==> src/rtl/graycode_pkg.sv <==
// Shared Gray-code helpers and the decoder FSM state type.
// Values are carried zero-extended in a 32-bit word, so any width up to 32 decodes correctly.
package graycode_pkg;

    typedef logic [31:0] gword_t;

    typedef enum logic [1:0] {
        FILL  = 2'd0,
        TRACK = 2'd1,
        FAULT = 2'd2
    } gcd_state_e;

    // Leading zeros decode to zeros, so a narrow code gives the same low bits as a native decoder.
    function automatic gword_t gray2bin(input gword_t g);
        gword_t b;
        b     = '0;
        b[31] = g[31];
        for (int i = 30; i >= 0; i--) begin
            b[i] = b[i+1] ^ g[i];
        end
        return b;
    endfunction

    function automatic gword_t bin2gray(input gword_t b);
        return b ^ (b >> 1);
    endfunction

    function automatic logic [5:0] popcount(input gword_t v);
        logic [5:0] c;
        c = '0;
        for (int i = 0; i < 32; i++) begin
            c = c + 6'(v[i]);
        end
        return c;
    endfunction

endpackage

==> src/rtl/graycount_decoder_if.sv <==
// Signal bundle between the Gray pointer consumer and the local logic.
interface graycount_decoder_if #(
    parameter int COUNTER_WIDTH = 4
);
    logic [COUNTER_WIDTH-1:0] GrayCount_in;
    logic                     Clear_in;
    logic [COUNTER_WIDTH-1:0] BinaryCount_out;
    logic                     Advance_out;
    logic                     Valid_out;
    logic                     Error_out;

    modport master (
        output GrayCount_in, Clear_in,
        input  BinaryCount_out, Advance_out, Valid_out, Error_out
    );

    modport slave (
        input  GrayCount_in, Clear_in,
        output BinaryCount_out, Advance_out, Valid_out, Error_out
    );
endinterface

==> src/rtl/gray_sync.sv <==
// Plain multi-flop synchronizer chain for a Gray-coded bus; no logic between stages.
module gray_sync #(
    parameter int WIDTH  = 4,
    parameter int STAGES = 2
) (
    input  logic             Clk,
    input  logic             rst_n,
    input  logic [WIDTH-1:0] i_d,
    output logic [WIDTH-1:0] o_q
);

    logic [STAGES-1:0][WIDTH-1:0] r_stage;

    always_ff @(posedge Clk or negedge rst_n) begin
        if (!rst_n) begin
            r_stage <= '0;
        end else begin
            r_stage[0] <= i_d;
            for (int i = 1; i < STAGES; i++) begin
                r_stage[i] <= r_stage[i-1];
            end
        end
    end

    assign o_q = r_stage[STAGES-1];

endmodule

==> src/rtl/graycount_decoder.sv <==
// Consumer end of a Gray pointer crossing: sync, decode, and police single-step forward advances.
//   state | meaning
//   FILL  | synchronizer filling after reset; outputs held low
//   TRACK | checking each new sample; legal +1 steps pulse Advance_out
//   FAULT | illegal change seen; count still tracks, advances suppressed until Clear_in
module graycount_decoder
    import graycode_pkg::*;
#(
    parameter int COUNTER_WIDTH = 4,
    parameter int SYNC_STAGES   = 2
) (
    input logic                Clk,
    input logic                rst_n,
    graycount_decoder_if.slave bus
);

    localparam int     CW   = $clog2(SYNC_STAGES + 1);
    localparam gword_t MASK = {32{1'b1}} >> (32 - COUNTER_WIDTH);

    logic [COUNTER_WIDTH-1:0] w_g;
    gword_t                   w_g_ext;
    gword_t                   w_bin_ext;
    gword_t                   w_delta;
    logic [5:0]               w_hd;
    logic                     w_legal;
    logic                     w_illegal;

    gcd_state_e               r_state;
    logic [CW-1:0]            r_fill_cnt;
    gword_t                   r_gray_q;
    gword_t                   r_bin_q;
    logic                     r_adv;
    logic                     r_valid;
    logic                     r_err;

    gray_sync #(
        .WIDTH  (COUNTER_WIDTH),
        .STAGES (SYNC_STAGES)
    ) u_sync (
        .Clk   (Clk),
        .rst_n (rst_n),
        .i_d   (bus.GrayCount_in),
        .o_q   (w_g)
    );

    always_comb begin
        w_g_ext                    = '0;
        w_g_ext[COUNTER_WIDTH-1:0] = w_g;
    end

    // The previous sample is always last cycle's, so a Clear re-base falls out naturally.
    assign w_bin_ext = gray2bin(w_g_ext);
    assign w_hd      = popcount(w_g_ext ^ r_gray_q);
    assign w_delta   = (w_bin_ext - r_bin_q) & MASK;
    assign w_legal   = (w_hd == 6'd1) && (w_delta == 32'd1);
    assign w_illegal = (w_hd != 6'd0) && !w_legal;

    always_ff @(posedge Clk or negedge rst_n) begin
        if (!rst_n) begin
            r_state    <= FILL;
            r_fill_cnt <= CW'(SYNC_STAGES);
            r_gray_q   <= '0;
            r_bin_q    <= '0;
            r_adv      <= 1'b0;
            r_valid    <= 1'b0;
            r_err      <= 1'b0;
        end else begin
            r_gray_q <= w_g_ext;
            r_bin_q  <= w_bin_ext;
            r_adv    <= 1'b0;
            case (r_state)
                FILL: begin
                    if (r_fill_cnt != '0) begin
                        r_fill_cnt <= r_fill_cnt - CW'(1);
                        r_bin_q    <= '0;
                    end else begin
                        r_state <= TRACK;
                        r_valid <= 1'b1;
                    end
                end
                TRACK: begin
                    if (w_legal) begin
                        r_adv <= 1'b1;
                    end else if (w_illegal) begin
                        r_err   <= 1'b1;
                        r_state <= FAULT;
                    end
                end
                FAULT: begin
                    if (bus.Clear_in) begin
                        r_err   <= 1'b0;
                        r_state <= TRACK;
                    end
                end
                default: r_state <= FILL;
            endcase
        end
    end

    assign bus.BinaryCount_out = r_bin_q[COUNTER_WIDTH-1:0];
    assign bus.Advance_out     = r_adv;
    assign bus.Valid_out       = r_valid;
    assign bus.Error_out       = r_err;

endmodule

==> src/flat_wrapper.sv <==
// flat-port wrapper written by rule: the top's interface ports become plain ports
module graycount_decoder_flat import graycode_pkg::*;
#(
    parameter int COUNTER_WIDTH = 4,
    parameter int SYNC_STAGES   = 2
)
  (Clk, rst_n, bus_GrayCount_in, bus_Clear_in, bus_BinaryCount_out, bus_Advance_out, bus_Valid_out, bus_Error_out);
  graycount_decoder_if #(.COUNTER_WIDTH(COUNTER_WIDTH)) bus_i ();
  input logic Clk;
  input logic rst_n;
  input wire logic [$bits(bus_i.GrayCount_in)-1:0] bus_GrayCount_in;
  input wire logic [$bits(bus_i.Clear_in)-1:0] bus_Clear_in;
  output wire logic [$bits(bus_i.BinaryCount_out)-1:0] bus_BinaryCount_out;
  output wire logic [$bits(bus_i.Advance_out)-1:0] bus_Advance_out;
  output wire logic [$bits(bus_i.Valid_out)-1:0] bus_Valid_out;
  output wire logic [$bits(bus_i.Error_out)-1:0] bus_Error_out;
  assign bus_i.GrayCount_in = bus_GrayCount_in;
  assign bus_i.Clear_in = bus_Clear_in;
  assign bus_BinaryCount_out = bus_i.BinaryCount_out;
  assign bus_Advance_out = bus_i.Advance_out;
  assign bus_Valid_out = bus_i.Valid_out;
  assign bus_Error_out = bus_i.Error_out;
  graycount_decoder #(.COUNTER_WIDTH(COUNTER_WIDTH), .SYNC_STAGES(SYNC_STAGES)) u_core (.Clk(Clk), .rst_n(rst_n), .bus(bus_i));
endmodule
==> config.mk <==
export PLATFORM = sky130hd
export DESIGN_NAME = graycount_decoder_flat
export DESIGN_NICKNAME = d
export VERILOG_FILES = /design/src/rtl/graycode_pkg.sv /design/src/rtl/graycount_decoder_if.sv /design/src/rtl/gray_sync.sv /design/src/rtl/graycount_decoder.sv /design/src/flat_wrapper.sv
export SDC_FILE = /design/constraint.sdc
export NUM_CORES = 1
export LEC_CHECK = 0
export ABC_AREA = 1
export BUFFER_PORTS_ARGS = -buffer_cell sky130_fd_sc_hd__buf_2
export CORE_MARGIN = 2
export CORE_UTILIZATION = 53
export CTS_BUF_LIST = sky130_fd_sc_hd__clkbuf_2
export DETAILED_ROUTE_END_ITERATION = 10
export PLACE_DENSITY_LB_ADDON = 0.12
export SETUP_SLACK_MARGIN = 0.1
export SLEW_MARGIN = 20
export SYNTH_ARGS = -nofsm -noshare
export SYNTH_HDL_FRONTEND = slang
export SYNTH_SLANG_ARGS = --single-unit
==> constraint.sdc <==
create_clock -name Clk -period 2.2 [get_ports Clk]
set_input_delay 0.22 -clock Clk [delete_from_list [all_inputs] [get_ports Clk]]
set_output_delay 0.22 -clock Clk [all_outputs]
set_load 0.05 [all_outputs]
Word-level counts from Yosys, hierarchy flattened:

Cells that the tools add are included.

* reductions and logical operators: 11
* equal/unequal tests: 8
* bitwise logic cells: 5
* mux-type cells: 13
* $add $sub $neg: 33

Operator list (number)
* $add 6x1->6 const B: 28
* $add 6x1->6: 2
* $mux 2: 4
* $mux 4: 2
* $reduce_and 4->1: 2
* $eq 6x1->1 const B: 1
* $ne 2x2->1 const B: 3
* $pmux 2 s3: 1
* $reduce_bool 6->1: 1
* $mux 1: 5
* $eq 4x1->1 const B: 1
* $reduce_and 2->1: 2
* $reduce_bool 2->1: 2
* $sub 4x4->4: 1
* $xor 4x4->4: 1
* $xor 1x1->1: 3
* $add 1x1->2: 1
* $eq 2x1->1 const B: 1
* $eq 2x2->1 const B: 1
* $logic_and 1x1->1: 2
* $logic_not 2->1: 1
* $ne 2x1->1 const B: 1
* $pmux 1 s2: 1
* $sub 2x1->2 const B: 1
* 2 further kinds: 2

* output and inout port bits: 7
* logic and storage cells: 79
* bits of input ports: 7
* register bits: 23

Logic depth before layout (Yosys ltp):

* word-level depth: 39
* mapped depth: 17
* mapped depth without buffers: 16

Hierarchy:

Synthesis repeated with hierarchy kept, for this count alone.

* cell total of the unflattened synthesis: 98
* area, all modules: 1038.5 µm²

Modules (own cells, without submodules)
* graycount_decoder: cells an instance 86, area each 808.3 µm², seq. area each 376.6 µm², times used 1
* gray_sync: cells an instance 12, area each 230.2 µm², seq. area each 200.2 µm², times used 1

Least setup slack after synthesis:

OpenSTA, ideal clock, no wires.

* kind: register -> register
* start: reg u_core.u_sync.r_stage (netlist bit u_core.u_sync.o_q[3])
* end: reg u_core.r_err (netlist: u_core.bus.Error_out)
* clock period less this slack: 2.284 ns
* required time: 2.081 ns
* cell stages (with the launch flop): 17
* library setup time: 0.119 ns
* buffers on the path: 1
* arrival: 2.165 ns
* setup slack: -0.084 ns
* cell sequence: dfrtp_1 buf_6 xnor2_1 nand2_1 nand2_4 inv_2 nand2_4 nand2_4 ha_1 fa_1 inv_1 nor2_1 nand3_1 nor2_1 nand3_1 nand3_1 nand2_1

* longest elaborated chain between the ends: 36
* elaborated cells on any way between the ends: 43
* classes of those cells: add/sub (30); eq/ne (4); bitwise (4); reduce/logical (5)

RTL lines
* start: declaration: line gray_sync.sv:12 `logic [STAGES-1:0][WIDTH-1:0] r_stage;`
* start signal: indexed assignment: line gray_sync.sv:20 `r_stage[i] <= r_stage[i-1];`
* $xor 4x4->4: line graycount_decoder.sv:53 `assign w_hd = popcount(w_g_ext ^ r_gray_q);`
* $add 6x1->6 (29 in a row): line graycode_pkg.sv:32 `c = c + 6'(v[i]);`
* $eq 6x1->1: line graycount_decoder.sv:55 `assign w_legal = (w_hd == 6'd1) && (w_delta == 32'd1);`
* $logic_and 1x1->1: line graycount_decoder.sv:55
* $logic_not 1->1: line graycount_decoder.sv:56 `assign w_illegal = (w_hd != 6'd0) && !w_legal;`
* $logic_and 1x1->1: line graycount_decoder.sv:56
* $ne 2x1->1 (no source line)
* $reduce_and 4->1 (no source line) *
* end signal: assignment: line graycount_decoder.sv:66 `r_err <= 1'b0;`
* end signal: assignment: line graycount_decoder.sv:85 `r_err <= 1'b1;`
* end signal: assignment: line graycount_decoder.sv:91 `r_err <= 1'b0;`
* end: declaration: line graycount_decoder.sv:34 `logic r_err;`

Mark *: on every way between the ends. The rest lies on a longest branch, timed or not.
A chain may end at the register's enable or synchronous reset.

Worst setup path in the final report:

* start: reg u_core.u_sync.r_stage (netlist bit u_core.u_sync.o_q[2])
* end: reg u_core.r_err (netlist: u_core.bus.Error_out)

* longest elaborated chain between the ends: 37
* elaborated cells on any way between the ends: 44
* classes of those cells: add/sub (31); eq/ne (4); bitwise (4); reduce/logical (5)

RTL lines (line)
* $xor 4x4->4: graycount_decoder.sv:53
* $add 6x1->6 (30 in a row): graycode_pkg.sv:32
* $eq 6x1->1: graycount_decoder.sv:55
* $logic_and 1x1->1: graycount_decoder.sv:55
* $logic_not 1->1: graycount_decoder.sv:56
* $logic_and 1x1->1: graycount_decoder.sv:56
* $ne 2x1->1 (no source line)
* $reduce_and 4->1 (no source line) *

Marked as above.

==> run metrics <==
utilization after layout 0.7023; Max Transition Viols Final 0; Critical Path Fanout Max 4; fraction of layout cells with a size suffix above 1 0.3261; Worst Setup End Kind register; Die Y 49.32 um; min cycle time layout 2.317 ns; Worst-Margin Slew 0.4829 ns; Leak 0.7020 nW; TritonCTS buffer count 3; insertion delay to the later sink of the worst-skew pair 0.32 ns; Final ANT Viol Nets 0; leading area contributor after synthesis dfrtp_1; DRT Wirelength 1534 um; Vias 745; worst endpoint data arrival time 2.56 ns; Setup WS post-layout -0.1170 ns; CP delay by family, top simple AND/OR/NAND/NOR gates; Seq/Total Area, Yosys 0.5299; CP max stage delay 0.50 ns; Initial DRC Count 4; Critical Path Stages 15; Die Wd 49.32 um; crit path from u_core.u_sync.o_q[2]$_DFF_PN0_; Fin. Hold Viols 0; Peak VDD IR 0.0004639 V; die area 2432 sq um; clock slew at reported path FFs 0.22 ns; Rel. slew slack 0.6781; worst setup path endpoint u_core.bus.Error_out$_DFFE_PN0P_; I/O pin count 14; r2r setup slk -0.12 ns; maximum clock path buffer count 2; Post-CTS Setup Inserts 0; first-pass GRT wire length 2973 um; GRT Total Usage 0.1571; slowest stage cell on the critical path dfrtp_2; Remaining DRCs 0; Power Dens Cells 745.2 nW/um^2; area grow syn2layout 25.29%; storage element area 579.3 sq um; Final Skew 0.007464 ns; Final setup viols 4; Initial Util 0.5606; worst path bufs/invs 2; failing checks setup timing; FMAX 0.4316 GHz; CTS tree built; top cells by area, synth dfrtp_1 51%, ha_1 6.9%, nand2_1 6.6%; post-synth design cell area 1089 sq um; layout net count 154; status finished with violations; grt ovf 0; Root Driver clkbuf_2; Worst Hold Class input port to register; Avg WL per Cell 9.297 um; H-tree lvl count 1; multi-input logic area 460.4 sq um; port bufs 13; most used cell, CP nand2_4; Synth Register Bits 23; Critical Setup Path Class register to register; RR Endpoint u_core.bus.Error_out$_DFFE_PN0P_; post-synth net total 122; core area 1942 sq um; Ant. Diodes 0; Power Total 0.001016 W; hold depth 4; RePlAce Congestion 0.8237; drt pass-1 iters 3; Vias/cell 4.515; CP required 2.44 ns; worst reg2reg startpoint u_core.u_sync.o_q[2]$_DFF_PN0_; initial antenna violation count 0; FILL cells 152; Critical Path Start Type register; largest net degree at the start of global routing 24; unrepaired setup endpoints after global routing yes; vias in the first global route 741; period utilisation layout 1.053; synthesized area per cell 10.17 sq um; DP Wirelength 1217 um; worst r2r path cells 15; row cnt 16; CTS sink cnt 23; Synth warnings 0; post-synthesis cell type count 21; crit-path cells xor2_2 -> nand2_2 -> nand2_4 -> inv_4 -> nand2_4 -> nand2_4 -> ha_4 -> fa_1 -> inv_1 -> nor2_1 -> nand3_1 -> nor2_2 -> nand3_2 -> nand3_1 -> nand2_1; Yosys top cell area share 0.5057; Max Cap Viol 0; Post-Syn Instances 107
## cells by family (layout without fill, tap and decap cells)
kind of cell / Yosys count / after routing / share of synthesized area
xor gates and xnor gates: 7 / 7 / 0.06322
DFF: 23 / 23 / 0.5299
and+or+nand+nor: 44 / 44 / 0.1989
adders and majority gates: 8 / 8 / 0.1057
buffers and inverters: 21 / 52 / 0.07931
AOI/OAI and AO/OA: 4 / 4 / 0.02299
## tightest hold or removal path: cells and delay by family
kind          cells  cell delay [ns]
buf+inv           1             0.09
simple gates      3             0.17
## power by group
group          internal (W)  leakage, nW  switching (W)  total (W)
logic              0.000131        0.425       0.000216   0.000347
registers          0.000467        0.265      0.0000358   0.000502
clock network     0.0000423       0.0126       0.000124   0.000167
## cell type report
cell class              instances  area share
well taps                      27     0.02477
flip-flops and latches         23      0.4248
multi-input cells              63      0.3376
inverters                      20     0.05688
repair buffers                 28      0.1394
clock buffers                   3     0.01101
clock inverters                 1    0.005505
## cell usage after synthesis (all sizes together)
library cell,instances
a21o,1
a21oi,2
buf,1
dfrtp,22
dfstp,1
fa,2
ha,6
inv,20
nand2,23
nand3,5
nor2,13
nor3,2
o211ai,1
or2,1
xnor2,1
xor2,6
## worst min path at each step
stage | startpoint | end
2_1_floorplan | rst_n | u_core.bus.Advance_out$_DFF_PN0_
6_report | bus_Clear_in | u_core.bus.Error_out$_DFFE_PN0P_
5_1_grt | bus_Clear_in | u_core.bus.Error_out$_DFFE_PN0P_
4_1_cts | bus_Clear_in | u_core.r_state[1]$_DFFE_PN0P_
3_3_place_gp | rst_n | u_core.u_sync.r_stage[1]$_DFF_PN0_
3_5_place_dp | rst_n | u_core.u_sync.r_stage[1]$_DFF_PN0_
## layout by cell type (no fill, tap or decap), drive strengths merged
cell type,netlist,final
nor2,13,13
buf,1,23
a21o,1,1
xnor2,1,1
a21oi,2,2
clkbuf,0,3
nor3,2,2
dlygate4sd3,0,5
inv,20,20
xor2,6,6
clkinvlp,0,1
nand2,23,23
o211ai,1,1
nand3,5,5
dfstp,1,1
fa,2,2
ha,6,6
dfrtp,22,22
or2,1,1
## repair_timing
| item | CTS | global route |
|---|---|---|
| setup endpoints to repair | 4 | 4 |
| gates resized for setup | 2 | 3 |
| hold buffers | 5 | 0 |
| pin swaps | 6 | 0 |
| endpoints found under the hold margin | 26 | 0 |
## metal layers
metal	wire, um	track usage
met1	724	0.2033
met2	769	0.2748
met3	33	0.02147
met4	6	0.04286
met5	0	0
## per-stage QoR
stage	instances	hold slack (ns)	worst slack [ns]	instance area [sq um]	setup TNS (ns)
floorplan	107	-0.07559	-0.02159	1114	-0.04318
global placement	156	0.2065	-0.06870	1276	-0.2289
detailed placement	156	0.2125	-0.1186	1276	-0.4005
CTS	165	0.1473	-0.1483	1351	-0.5436
global route	165	0.1765	-0.3295	1364	-1.173
finish	165	0.1741	-0.1170	1364	-0.3831
## state kept, by name (all words and copies together), names as in the netlist
| signal | cells |
|---|---|
| u_core.r_fill_cnt | 2 |
| u_core.r_state | 2 |
| u_core.bus.Error_out | 1 |
| u_core.r_bin_q | 4 |
| u_core.r_gray_q | 4 |
| u_core.bus.Advance_out | 1 |
| u_core.bus.Valid_out | 1 |
| u_core.u_sync.o_q | 4 |
| u_core.u_sync.r_stage | 4 |
Note: power is estimated with default switching activity, not from simulation.
